==> src/rtl/button_pkg.sv <==
// Shared types and helpers for the multi-channel button synchroniser.
package button_pkg;

   // Per-channel debounce FSM state, 2-bit encoding.
   typedef enum logic [1:0] {
      IDLE      = 2'd0,
      ARMING    = 2'd1,
      HELD      = 2'd2,
      DISARMING = 2'd3
   } btn_state_e;

   // Default parameter values for the top level and each channel.
   localparam int DEF_CHANNELS        = 4;
   localparam int DEF_SYNC_STAGES     = 2;
   localparam int DEF_DEBOUNCE_CYCLES = 16;
   localparam int DEF_REPEAT_EN       = 0;
   localparam int DEF_REPEAT_DELAY    = 32;
   localparam int DEF_REPEAT_PERIOD   = 8;

   // Width of a counter that must hold the largest of the three cycle counts.
   function automatic int cnt_width(input int a, input int b, input int c);
      int m;
      m = a;
      if (b > m) m = b;
      if (c > m) m = c;
      return $clog2(m + 1);
   endfunction

endpackage

==> src/rtl/button_channel.sv <==
// One button channel: synchroniser, debounce FSM, press/release pulses and
// optional auto-repeat of the press pulse while the button is held.
module button_channel
   import button_pkg::*;
#(
   parameter int SYNC_STAGES     = DEF_SYNC_STAGES,
   parameter int DEBOUNCE_CYCLES = DEF_DEBOUNCE_CYCLES,
   parameter int REPEAT_EN       = DEF_REPEAT_EN,
   parameter int REPEAT_DELAY    = DEF_REPEAT_DELAY,
   parameter int REPEAT_PERIOD   = DEF_REPEAT_PERIOD
) (
   input  logic i_clk,
   input  logic i_rst_n,
   input  logic i_bi,
   output logic o_level,
   output logic o_press,
   output logic o_release
);

   localparam int CW = cnt_width(DEBOUNCE_CYCLES, REPEAT_DELAY, REPEAT_PERIOD);
   localparam logic [CW-1:0] DB_LAST = CW'(DEBOUNCE_CYCLES - 1);

   logic [SYNC_STAGES-1:0] r_sync;
   logic                   w_s;
   btn_state_e             r_state;
   btn_state_e             w_state_next;
   logic [CW-1:0]          r_cnt;
   logic [CW-1:0]          w_cnt_next;
   logic                   w_is_level;
   logic                   w_next_level;
   logic                   w_repeat_fire;
   logic                   w_level_d;
   logic                   w_press_d;
   logic                   w_release_d;
   logic                   r_level;
   logic                   r_press;
   logic                   r_release;

   // Shift chain bringing the asynchronous pin into the clock domain.
   // NOTE: every clocked block uses non-blocking assignments so all flops
   // sample the pre-edge values; blocking here would collapse the chain.
   always_ff @(posedge i_clk or negedge i_rst_n) begin
      if (!i_rst_n) r_sync <= '0;
      else          r_sync <= {r_sync[SYNC_STAGES-2:0], i_bi};
   end

   assign w_s = r_sync[SYNC_STAGES-1];

   // FSM state and debounce counter registers.
   always_ff @(posedge i_clk or negedge i_rst_n) begin
      if (!i_rst_n) begin
         r_state <= IDLE;
         r_cnt   <= '0;
      end else begin
         r_state <= w_state_next;
         r_cnt   <= w_cnt_next;
      end
   end

   // Next-state logic: count consecutive differing samples, reject glitches.
   // The counter only increments below DB_LAST, so it saturates by construction.
   always_comb begin
      // NOTE: defaults first so every path assigns both outputs (no latches).
      w_state_next = r_state;
      w_cnt_next   = r_cnt;
      case (r_state)
         IDLE: begin
            w_cnt_next = '0;
            if (w_s) begin
               if (DEBOUNCE_CYCLES == 1) begin
                  w_state_next = HELD;
               end else begin
                  w_state_next = ARMING;
                  w_cnt_next   = CW'(1);
               end
            end
         end
         ARMING: begin
            if (!w_s) begin
               w_state_next = IDLE;
               w_cnt_next   = '0;
            end else if (r_cnt >= DB_LAST) begin
               w_state_next = HELD;
               w_cnt_next   = '0;
            end else begin
               w_cnt_next = r_cnt + 1'b1;
            end
         end
         HELD: begin
            w_cnt_next = '0;
            if (!w_s) begin
               if (DEBOUNCE_CYCLES == 1) begin
                  w_state_next = IDLE;
               end else begin
                  w_state_next = DISARMING;
                  w_cnt_next   = CW'(1);
               end
            end
         end
         DISARMING: begin
            if (w_s) begin
               w_state_next = HELD;
               w_cnt_next   = '0;
            end else if (r_cnt >= DB_LAST) begin
               w_state_next = IDLE;
               w_cnt_next   = '0;
            end else begin
               w_cnt_next = r_cnt + 1'b1;
            end
         end
         default: begin
            w_state_next = IDLE;
            w_cnt_next   = '0;
         end
      endcase
   end

   assign w_is_level   = (r_state == HELD) || (r_state == DISARMING);
   assign w_next_level = (w_state_next == HELD) || (w_state_next == DISARMING);

   generate
      if (REPEAT_EN != 0) begin : g_repeat
         localparam logic [CW-1:0] REP_DELAY  = CW'(REPEAT_DELAY);
         localparam logic [CW-1:0] REP_PERIOD = CW'(REPEAT_PERIOD);

         logic [CW-1:0] r_rcnt;
         logic          r_rphase;   // 0: waiting initial delay, 1: periodic
         logic [CW-1:0] w_rinc;
         logic [CW-1:0] w_rtarget;
         logic          w_staying;
         logic          w_fire;

         // Repeat timing: counts cycles since the last press pulse while the
         // channel stays in HELD/DISARMING; the target switches after the first repeat.
         always_comb begin
            w_rinc    = r_rcnt + 1'b1;
            w_rtarget = r_rphase ? REP_PERIOD : REP_DELAY;
            w_staying = w_is_level && w_next_level;
            w_fire    = w_staying && (w_rinc >= w_rtarget);
         end

         // Repeat counter; cleared whenever the channel is not continuously held,
         // so a DISARMING glitch back to HELD keeps the running timing.
         always_ff @(posedge i_clk or negedge i_rst_n) begin
            if (!i_rst_n) begin
               r_rcnt   <= '0;
               r_rphase <= 1'b0;
            end else if (!w_staying) begin
               r_rcnt   <= '0;
               r_rphase <= 1'b0;
            end else if (w_fire) begin
               r_rcnt   <= '0;
               r_rphase <= 1'b1;
            end else begin
               r_rcnt   <= w_rinc;
            end
         end

         assign w_repeat_fire = w_fire;
      end else begin : g_no_repeat
         assign w_repeat_fire = 1'b0;
      end
   endgenerate

   // Output decode from the upcoming state: level, entry/exit edges, repeats.
   always_comb begin
      w_level_d   = w_next_level;
      w_press_d   = (w_next_level && !w_is_level) || w_repeat_fire;
      w_release_d = !w_next_level && w_is_level;
   end

   // Registered outputs, aligned with the state register.
   always_ff @(posedge i_clk or negedge i_rst_n) begin
      if (!i_rst_n) begin
         r_level   <= 1'b0;
         r_press   <= 1'b0;
         r_release <= 1'b0;
      end else begin
         r_level   <= w_level_d;
         r_press   <= w_press_d;
         r_release <= w_release_d;
      end
   end

   assign o_level   = r_level;
   assign o_press   = r_press;
   assign o_release = r_release;

endmodule

==> src/rtl/button_sync_multi.sv <==
// Multi-channel button front end: CHANNELS independent button_channel copies.
module button_sync_multi
   import button_pkg::*;
#(
   parameter int CHANNELS        = DEF_CHANNELS,
   parameter int SYNC_STAGES     = DEF_SYNC_STAGES,
   parameter int DEBOUNCE_CYCLES = DEF_DEBOUNCE_CYCLES,
   parameter int REPEAT_EN       = DEF_REPEAT_EN,
   parameter int REPEAT_DELAY    = DEF_REPEAT_DELAY,
   parameter int REPEAT_PERIOD   = DEF_REPEAT_PERIOD
) (
   input  logic                Clk,
   input  logic                Rst_n,
   input  logic [CHANNELS-1:0] bi,
   output logic [CHANNELS-1:0] level_o,
   output logic [CHANNELS-1:0] press_o,
   output logic [CHANNELS-1:0] release_o
);

   // One fully independent channel per button pin.
   for (genvar g = 0; g < CHANNELS; g++) begin : g_ch
      button_channel #(
         .SYNC_STAGES    (SYNC_STAGES),
         .DEBOUNCE_CYCLES(DEBOUNCE_CYCLES),
         .REPEAT_EN      (REPEAT_EN),
         .REPEAT_DELAY   (REPEAT_DELAY),
         .REPEAT_PERIOD  (REPEAT_PERIOD)
      ) u_ch (
         .i_clk    (Clk),
         .i_rst_n  (Rst_n),
         .i_bi     (bi[g]),
         .o_level  (level_o[g]),
         .o_press  (press_o[g]),
         .o_release(release_o[g])
      );
   end

endmodule

==> config.mk <==
export PLATFORM = sky130hd
export DESIGN_NAME = button_sync_multi
export DESIGN_NICKNAME = d
export VERILOG_FILES = /design/src/rtl/button_pkg.sv /design/src/rtl/button_channel.sv /design/src/rtl/button_sync_multi.sv
export SDC_FILE = /design/constraint.sdc
export NUM_CORES = 1
export LEC_CHECK = 0
export ABC_AREA = 1
export BUFFER_PORTS_ARGS = -buffer_cell sky130_fd_sc_hd__buf_2
export CAP_MARGIN = 10
export CORE_MARGIN = 3
export CORE_UTILIZATION = 62
export DETAILED_ROUTE_END_ITERATION = 8
export GPL_TIMING_DRIVEN = 1
export PLACE_DENSITY = 0.83
export SLEW_MARGIN = 20
export SYNTH_ARGS = -nofsm -noshare
export SYNTH_HDL_FRONTEND = slang
export SYNTH_SLANG_ARGS = --single-unit
==> constraint.sdc <==
create_clock -name Clk -period 3.6 [get_ports Clk]
set_clock_uncertainty 0.05 [all_clocks]
set_input_delay 0.36 -clock Clk [delete_from_list [all_inputs] [get_ports Clk]]
set_output_delay 0.36 -clock Clk [all_outputs]
set_load 0.03 [all_outputs]
==> results of run 1 <==
## flip-flops by register name (all words and copies together) (netlist names)
register             count
g_ch.u_ch.r_cnt         24
g_ch.u_ch.r_state        8
g_ch.u_ch.r_sync         8
g_ch.u_ch.o_level        4
g_ch.u_ch.o_press        4
g_ch.u_ch.o_release      4
## cell type report
cell class	count	area (µm²)
flip-flops and latches	52	1300
clock buffers	8	58.8
fillers	235	902
repair buffers	19	108
well taps	44	55.1
inverters	24	90.1
multi-input cells	116	563
## routing by layer
layer	GRT usage [%]	vias up	wire length, µm	part of all wire, %
li1	-	632	-	-
met1	17.0	600	1150	39
met2	32.7	20	1600	54
met3	6.24	5	135	4.6
met4	8.82	0	47	1.6
met5	0	-	0	0
## metrics by stage
stage          power [µW]  setup WS (ns)
3_3_place_gp         1090           2.30
5_1_grt              1470           2.19
4_1_cts              1380           2.22
2_1_floorplan        1070           2.46
3_5_place_dp         1120           2.25
6_report             1370           2.26
## cell families after synthesis
kind of cell  synth area share (%)
buf+inv                       8.93
flops                         64.5
other cells                  0.186
simple gates                  22.6
xor+xnor                      1.30
fa+ha+maj                     2.48
## final timing paths
kind / end / slack (ns) / depth (start not counted)
max: press_o[1] / 2.26 / 1
min: g_ch[3].u_ch.r_sync[0] / 0.04 / 1
max reg2reg: g_ch[1].u_ch.r_cnt[0] / 2.36 / 6
min reg2reg: g_ch[1].u_ch.r_sync[1] / 0.32 / 0
max in group asynchronous: g_ch[1].u_ch.r_cnt[5] / 2.62 / 2
min in group asynchronous: g_ch[0].u_ch.r_cnt[3] / 0.48 / 2
## where the power goes
group	switching (µW)	total (µW)	internal, µW
Clock	164	261	96.7
Sequential	84.8	779	694
Combinational	226	327	101
## placed cells by master, fill, tap and decap left out
cell           count
buf_2             16
buf_4              1
clkbuf_1           2
clkbuf_4           5
clkbuf_8           1
conb_1             8
dfrtp_1           52
dlygate4sd3_1      2
ha_1               4
inv_1             24
nand2_1           44
nand2_2            6
nand2_4            1
nand3_1           11
nand3_2            2
nand4_1            8
nor2_1            25
nor2_2             2
nor3_1             1
or2_2              1
xnor2_1            3
==> flow_summary.yaml, run 1 <==
worst_setup_path:
  worst_ep_required_time_ns: 3.19
  r2r-start: "g_ch[1].u_ch.r_cnt[0]"
  critical_path_class: "reg -> out"
  slowest_stage: "dfrtp_1"
  timing.critical_path.arrival_ns: 0.93
  crit_path_start_kind: "register"
  crit_path_max_incr_delay_ns: 0.40
  max_fo_critical_path: 1
  critical_path.endpoint_type: "output port"
  critical_path_buffers_and_inverters: 1
  timing.critical_path.cells: "buf_2"
  cp_top_family: "flip-flops"
  worstSetupStartpoint: "g_ch[1].u_ch.o_press"
power:
  cellLeakagePower_uw: 0.00118
  vdd.ir_drop.worst_v: 0.000317
  powerDensity_mw_per_mm2: 628
finish:
  layout-drive-gt1-share_pct: 16.0
  final_cell_count_no_fill: 263
  design.final.nets: 228
  num_antenna_cells: 0
  final_core_utilization_pct: 70.7
  final_cell_area_mm2: 0.00218
  flow.area_growth_from_synthesis_pct: 7.81
floorplan:
  die_h_um: 63.1
  coreArea_mm2: 0.00308
  die_w_um: 63.1
  floorplan.die_area_mm2: 0.00398
  floorplan.io_pins: 18
  initial_core_utilization_pct: 65.6
  placement_rows: 20
synthesis:
  syn-mean-instance-area_um2: 10.2
  synth.top_cells.by_count: "dfrtp_1, nand2_1, nor2_1"
  yosysMostFrequentCell: "dfrtp_1"
  synth-async-reset-ratio_pct: 100
  synthesis.yosys.warnings: 0
  syn-instance-count: 197
  synth_cell_type_count: 16
  netlist_area_mm2: 0.00202
  synth_top_cell_by_area: "dfrtp_1"
  yosysSeqAreaShare_pct: 64.5
  synth-seq-cells: 52
  yosys_most_used_dff: "dfrtp_1"
  synth_edf_count: 0
  ys_top_cells_by_area: "dfrtp_1, nand2_1, nor2_1, buf_4, inv_1"
  netlist.area_leader.share_pct: 64.5
placement:
  numPlacedInstances: 253
  dp_hpwl_um: 2090
  gpl.final_weighted_congestion: 0.823
  portBuffers: 17
  placedInstanceArea_mm2: 0.00209
grt:
  global_route.usage.total_pct: 17.6
  gr-total-overflow: 0
  grt_first_pass_wirelength_um: 5300
  via_count_of_the_first_global_routing_pass: 1304
  grt_max_degree: 53
  antenna_violations_before_repair: 0
detailed_routing:
  number_of_design_rule_violations_left_by_the_first_detailed_router_iteration: 94
  antenna_left: 0
  wirelength_routed_um: 2940
  via_count: 1257
  vias_per_cell: 4.78
  avgRoutedWirePerCell_um: 11.2
  detailedRoute.firstPassIterationCount: 6
  drcViolationCount: 0
cts:
  cts_tree: "done"
  ctsLongestPathBuffers: 2
  clk-insertion-delay-late_ns: 0.36
  clock-sinks: 52
  post_cts.resized_instances: 0
  cts_inserted_buffers: 5
  cts_root_buffer: "clkbuf_4"
  clkSlewWorstSetupHoldPaths_ns: 0.13
  htree_num_levels: 2
  cts_post_setup_buffers_inserted: 0
  cts_hold_repair.buffers: 0
sta:
  timing.final.crit_share_pct: 37.3
  max_slew_margin_pct: 59.5
  finalHoldViolations: 0
  tightest_slew_ns: 0.607
  setup_repair_after_global_routing_missed_its_margin: "false"
  setup_total_negative_slack_ns: 0
  fin_hold_ws_ns: 0.0408
  minimum_clock_period_ns: 1.34
  slew_violations: 0
  fmax_mhz: 744
  report.final.setup_viol: 0
outcome:
  result_of_the_run: "complete, no violations"
run:
  cap_violations: 0
worst_hold_path:
  worst_hold_path_type: "in -> reg"
  worstHoldStart: "bi[3]"
(Power assumes the default switching activity.)
==> run 2: changes to the inputs <==
--- a/config.mk
+++ b/config.mk
@@ -9,10 +9,10 @@
 export BUFFER_PORTS_ARGS = -buffer_cell sky130_fd_sc_hd__buf_2
 export CAP_MARGIN = 10
 export CORE_MARGIN = 3
-export CORE_UTILIZATION = 62
+export CORE_UTILIZATION = 52
 export DETAILED_ROUTE_END_ITERATION = 8
 export GPL_TIMING_DRIVEN = 1
-export PLACE_DENSITY = 0.83
+export PLACE_DENSITY = 0.74
 export SLEW_MARGIN = 20
 export SYNTH_ARGS = -nofsm -noshare
 export SYNTH_HDL_FRONTEND = slang
==> constraint.sdc (replaced) <==
create_clock -name Clk -period 1.1 [get_ports Clk]
set_clock_uncertainty 0.05 [all_clocks]
set_input_delay 0.11 -clock Clk [delete_from_list [all_inputs] [get_ports Clk]]
set_output_delay 0.11 -clock Clk [all_outputs]
set_load 0.03 [all_outputs]
==> run 2 against run 1 <==
Compared with the run above: the flow now finishes with violations (setup timing); setup slack got worse by 2.3 ns; flip-flop and latch count unchanged; non-clock buffer count increased by 19; worst hold slack improved by 0.14 ns; critical endpoint is now g_ch[1].u_ch.o_level; utilization decreased by 1.9 points; sequential share of layout area decreased by 8.5 points; combinational power increased to 4.6 times the previous value; final area increased by 17%; clock power increased to 4.8 times the previous value.
==> flow_summary.yaml, run 2 (synthesized netlist as in run 1, its figures left out) <==
outcome:
  result_of_the_run: "finished with violations"
  violations_in_the_final_reports: "setup timing"
power:
  power.share.switching_pct: 33.7
  powerDensity_mw_per_mm2: 2100
  seq_power_share_pct: 48.0
  cellLeakagePower_uw: 0.00131
  power_frac_clock_pct: 23.6
  p_sw_uw: 1790
  internal_power_uw: 3530
  combPwrFrac_pct: 28.4
  vdd.ir_drop.worst_v: 0.00124
sta:
  fin_hold_ws_ns: 0.186
  report.final.setup_viol: 8
  slew_violations: 0
  final.setup.worst_slack_ns: -0.0259
  timing.final.crit_share_pct: 102
  minimum_clock_period_ns: 1.13
  finalHoldViolations: 0
  fmax_mhz: 888
  setup_repair_after_global_routing_missed_its_margin: "true"
worst_setup_path:
  max_fo_critical_path: 4
  cp_top_family: "flip-flops"
  critical_path.endpoint_type: "register"
  critical_path_class: "reg -> reg"
  timing.critical_path.cells: "ha_4, nand3_4, nand2_4, nand2_4, nand2_2, nand2_1"
  path_common_cell: "nand2_4"
  crit_path_start_kind: "register"
  crit_path_max_incr_delay_ns: 0.41
  critical_path_buffers_and_inverters: 0
  timing.critical_path.arrival_ns: 1.27
  slowest_stage: "dfrtp_1"
  worst_ep_required_time_ns: 1.24
  setup_slack_of_the_most_critical_reg_to_reg_path_ns: -0.03
detailed_routing:
  avgRoutedWirePerCell_um: 10.9
  detailedRoute.firstPassIterationCount: 4
  antenna_left: 0
  vias_per_cell: 4.61
  wirelength_routed_um: 3120
  via_count: 1318
  drcViolationCount: 0
  number_of_design_rule_violations_left_by_the_first_detailed_router_iteration: 57
cts:
  ctsLongestPathBuffers: 2
  clock-sinks: 52
  htree_num_levels: 2
  cts_tree: "done"
  clk-insertion-delay-late_ns: 0.30
  clkSlewWorstSetupHoldPaths_ns: 0.08
  cts_inserted_buffers: 5
  cts_root_buffer: "clkbuf_8"
floorplan:
  floorplan.die_area_mm2: 0.00466
  die_w_um: 68.3
  floorplan.io_pins: 18
  initial_core_utilization_pct: 54.7
  placement_rows: 22
  coreArea_mm2: 0.00369
  die_h_um: 68.3
grt:
  grt_first_pass_wirelength_um: 5020
  via_count_of_the_first_global_routing_pass: 1211
  gr-total-overflow: 0
  antenna_violations_before_repair: 0
  grt_max_degree: 28
  global_route.usage.total_pct: 15.3
finish:
  final_cell_area_mm2: 0.00254
  layout-drive-gt1-share_pct: 35.3
  design.final.nets: 247
  flow.area_growth_from_synthesis_pct: 25.7
  layout.cells.most_common_list: "dfrtp_1, nand2_1, nor2_1"
  final_common_cell: "dfrtp_1"
  final_cell_count_no_fill: 286
  num_antenna_cells: 0
  num-fill-cells: 265
  most_flops_register: "g_ch.u_ch.r_cnt"
  biggestRegsByFlops: "g_ch.u_ch.r_cnt (24), g_ch.u_ch.r_state (8), g_ch.u_ch.r_sync (8)"
  largest_reg_flops: 24
run:
  cap_violations: 0
placement:
  placedInstanceArea_mm2: 0.00220
  numPlacedInstances: 268
  gpl.final_weighted_congestion: 0.795
  portBuffers: 17
  dp_hpwl_um: 2000
worst_hold_path:
  worst_hold_path_type: "in -> async"
-- run 2: per-stage QoR --
step | utilization (%) | TNS (ns) | setup slack (ns) | total power [µW]
floorplan | - | 0 | 0.000486 | 3490
global placement | 59.8 | -0.00736 | -0.00736 | 3730
detailed placement | 59.8 | -0.109 | -0.0526 | 3780
CTS | 65.1 | -0.0628 | -0.0193 | 5120
global route | 68.8 | -1.47 | -0.0884 | 5660
finish | 68.8 | -0.0783 | -0.0259 | 5320
-- run 2: routing by layer --
layer / track usage [%] / vias up / share of wire [%]
li1: - / 669 / -
met4: 8.19 / 0 / 2.1
met3: 5.42 / 6 / 3.7
met2: 26.2 / 15 / 53
met1: 16.4 / 628 / 41
met5: 0 / - / 0
-- run 2: path summary, 6_finish.rpt --
path | from | endpoint | depth (start not counted)
setup / recovery | g_ch[1].u_ch.r_cnt[1] | g_ch[1].u_ch.o_level | 6
min in group Clk | g_ch[1].u_ch.r_sync[0] | g_ch[1].u_ch.r_sync[1] | 0
hold reg to reg | g_ch[1].u_ch.r_sync[0] | g_ch[1].u_ch.r_sync[1] | 0
setup reg to reg | g_ch[1].u_ch.r_cnt[1] | g_ch[1].u_ch.o_level | 6
max in group asynchronous | Rst_n | g_ch[3].u_ch.o_press | 3
hold / removal | Rst_n | g_ch[1].u_ch.r_cnt[3] | 2
-- run 2: cell type report --
class	instances	area, µm²	share of cell area (%)
flip-flops and latches	52	1300	51.3
multi-input cells	116	711	28.0
repair buffers	38	268	10.6
inverters	24	90.1	3.55
clock buffers	6	72.6	2.86
well taps	48	60.1	2.37
clock inverters	2	35.0	1.38
-- run 2: power by group through the flow --
stage / Combinational, µW / Sequential (µW) / Clock, µW
global placement: 1200 / 2530 / 0
floorplan: 961 / 2530 / 0
CTS: 1290 / 2530 / 1300
detailed placement: 1230 / 2550 / 0
finish: 1510 / 2550 / 1250
global route: 1680 / 2600 / 1380
-- run 2: timing repair --
item / in CTS / in global routing
pin swaps: 6 / 15
setup endpoints to repair: 16 / 33
hold endpoints to repair: 56 / 0
hold buffers: 5 / 0
setup buffers: 0 / 5
resized for setup: 13 / 26
==> run 3: changes to the inputs <==
--- a/config.mk
+++ b/config.mk
@@ -13,6 +13,7 @@
 export DETAILED_ROUTE_END_ITERATION = 8
 export GPL_TIMING_DRIVEN = 1
 export PLACE_DENSITY = 0.74
+export SETUP_SLACK_MARGIN = 0.2
 export SLEW_MARGIN = 20
 export SYNTH_ARGS = -nofsm -noshare
 export SYNTH_HDL_FRONTEND = slang
==> run 3 against run 2 <==
Compared with the run above: the flow still finishes with violations (setup timing); cell count grew 1.0%; sequential power grew 2%; clock power shrank 16%; register-to-register slack is essentially flat; final area grew 5.9%; maximum frequency shrank 1.1%; critical path depth is the same; first-iteration DRC count grew 1.8%; global-route usage grew 0.93 points; largest power group unchanged.
==> flow_summary.yaml, run 3 (synthesized netlist as in run 1, its figures left out) <==
worst_setup_path:
  max_fo_critical_path: 4
  crit_path_start_kind: "register"
  slowest_stage: "dfrtp_1"
  cp_top_family: "flip-flops"
  worst_ep_required_time_ns: 1.25
  crit_path_max_incr_delay_ns: 0.39
  critical_path.endpoint_type: "register"
  critical_path_buffers_and_inverters: 1
  critical_path_class: "reg -> reg"
  timing.critical_path.arrival_ns: 1.29
  timing.critical_path.cells: "ha_2, nand3_2, nand2_2, nand2_4, buf_6, nor2_2"
cts:
  cts_root_buffer: "clkbuf_8"
  clock-sinks: 52
  cts_tree: "done"
  htree_num_levels: 2
  cts_inserted_buffers: 5
  clkSlewWorstSetupHoldPaths_ns: 0.09
  ctsLongestPathBuffers: 2
  clk-insertion-delay-late_ns: 0.30
detailed_routing:
  via_count: 1361
  avgRoutedWirePerCell_um: 11.6
  detailedRoute.firstPassIterationCount: 2
  drcViolationCount: 0
  vias_per_cell: 4.71
  antenna_left: 0
  wirelength_routed_um: 3360
  number_of_design_rule_violations_left_by_the_first_detailed_router_iteration: 58
grt:
  global_route.usage.total_pct: 16.2
  grt_max_degree: 53
  grt_first_pass_wirelength_um: 5460
  via_count_of_the_first_global_routing_pass: 1341
  gr-total-overflow: 0
  antenna_violations_before_repair: 0
placement:
  dp_slack_ns: -0.0310
  portBuffers: 17
  gpl.final_weighted_congestion: 0.769
  dp_hpwl_um: 1980
  numPlacedInstances: 264
  placedInstanceArea_mm2: 0.00220
finish:
  final_cell_area_mm2: 0.00269
  layout.cells.most_common_list: "dfrtp_1, nand2_1, inv_1"
  layout-drive-gt1-share_pct: 39.8
  num_antenna_cells: 0
  final_core_utilization_pct: 72.9
  largest_reg_flops: 24
  biggestRegsByFlops: "g_ch.u_ch.r_cnt (24), g_ch.u_ch.r_state (8), g_ch.u_ch.r_sync (8)"
  final_common_cell: "dfrtp_1"
  num-fill-cells: 261
  most_flops_register: "g_ch.u_ch.r_cnt"
  flow.area_growth_from_synthesis_pct: 33.2
  design.final.nets: 250
  final_cell_count_no_fill: 289
run:
  cap_violations: 0
worst_hold_path:
  worst_hold_path_type: "in -> async"
sta:
  slew_violations: 0
  timing.final.crit_share_pct: 104
  minimum_clock_period_ns: 1.14
  final.setup.worst_slack_ns: -0.0389
  finalHoldViolations: 0
  setup_repair_after_global_routing_missed_its_margin: "true"
  report.final.setup_viol: 9
  setup_total_negative_slack_ns: -0.238
  fmax_mhz: 878
floorplan:
  floorplan.io_pins: 18
  initial_core_utilization_pct: 54.7
  die_h_um: 68.3
  placement_rows: 22
  floorplan.die_area_mm2: 0.00466
  coreArea_mm2: 0.00369
  die_w_um: 68.3
outcome:
  violations_in_the_final_reports: "setup timing"
  result_of_the_run: "finished with violations"
power:
  vdd.ir_drop.worst_v: 0.00117
  powerDensity_mw_per_mm2: 2070
  cellLeakagePower_uw: 0.00134
-- run 3: cell count changes in the layout (fill, tap and decap cells not counted), moves of 2 or more --
cell and delta:
nor2_1 -6, buf_6 +15, buf_2 -12, nand2_1 -2
nor2_2 +3, nor2_4 +3
-- run 3: layout make-up --
type                    instances  area (µm²)  area share, %
clock buffers                   5        68.8           2.56
inverters                      24        90.1           3.35
repair buffers                 41         377           14.0
clock inverters                 3        18.8          0.698
well taps                      48        60.1           2.23
multi-input cells             116         772           28.7
flip-flops and latches         52        1300           48.4
-- run 3: metal layers --
metal / global-route usage (%) / vias up / part of all wire [%]
met1: 17.4 / 670 / 38
met3: 5.09 / 4 / 3.1
met4: 6.70 / 0 / 1.4
met2: 29.4 / 17 / 58
met5: 0 / - / 0
li1: - / 670 / -
-- run 3: final timing paths --
check	to	cells past startpoint	from	slack [ns]
min reg2reg	g_ch[3].u_ch.r_sync[1]	0	g_ch[3].u_ch.r_sync[0]	0.30
max reg2reg	g_ch[2].u_ch.o_release	6	g_ch[2].u_ch.r_cnt[1]	-0.04
min in group Clk	g_ch[3].u_ch.r_sync[1]	0	g_ch[3].u_ch.r_sync[0]	0.30
max in group asynchronous	g_ch[0].u_ch.r_cnt[5]	3	Rst_n	0.51
min	g_ch[2].u_ch.r_cnt[1]	3	Rst_n	0.27
max	g_ch[2].u_ch.o_release	6	g_ch[2].u_ch.r_cnt[1]	-0.04
-- run 3: tightest hold or removal path: cells and delay by family --
kind	cells	cell delay, ns
buffers and inverters	3	0.89
-- run 3: per-stage QoR --
step           hold WS, ns  power, µW
3_5_place_dp        0.0701       3790
3_3_place_gp        0.0670       3730
2_1_floorplan       -0.236       3500
4_1_cts              0.270       5160
5_1_grt              0.291       5950
6_report             0.270       5570
-- run 3: where the power goes --
group | internal [µW] | leakage (µW) | switching (µW)
clock network | 444 | 0.0000479 | 602
registers | 2270 | 0.000663 | 321
logic | 880 | 0.000628 | 1050
-- run 3: timing repair --
item,CTS,global route
endpoints found under the setup margin,48,48
pin swaps,13,26
hold buffers,5,0
setup buffers,6,6
endpoints found under the hold margin,56,0
gates resized for setup,37,36
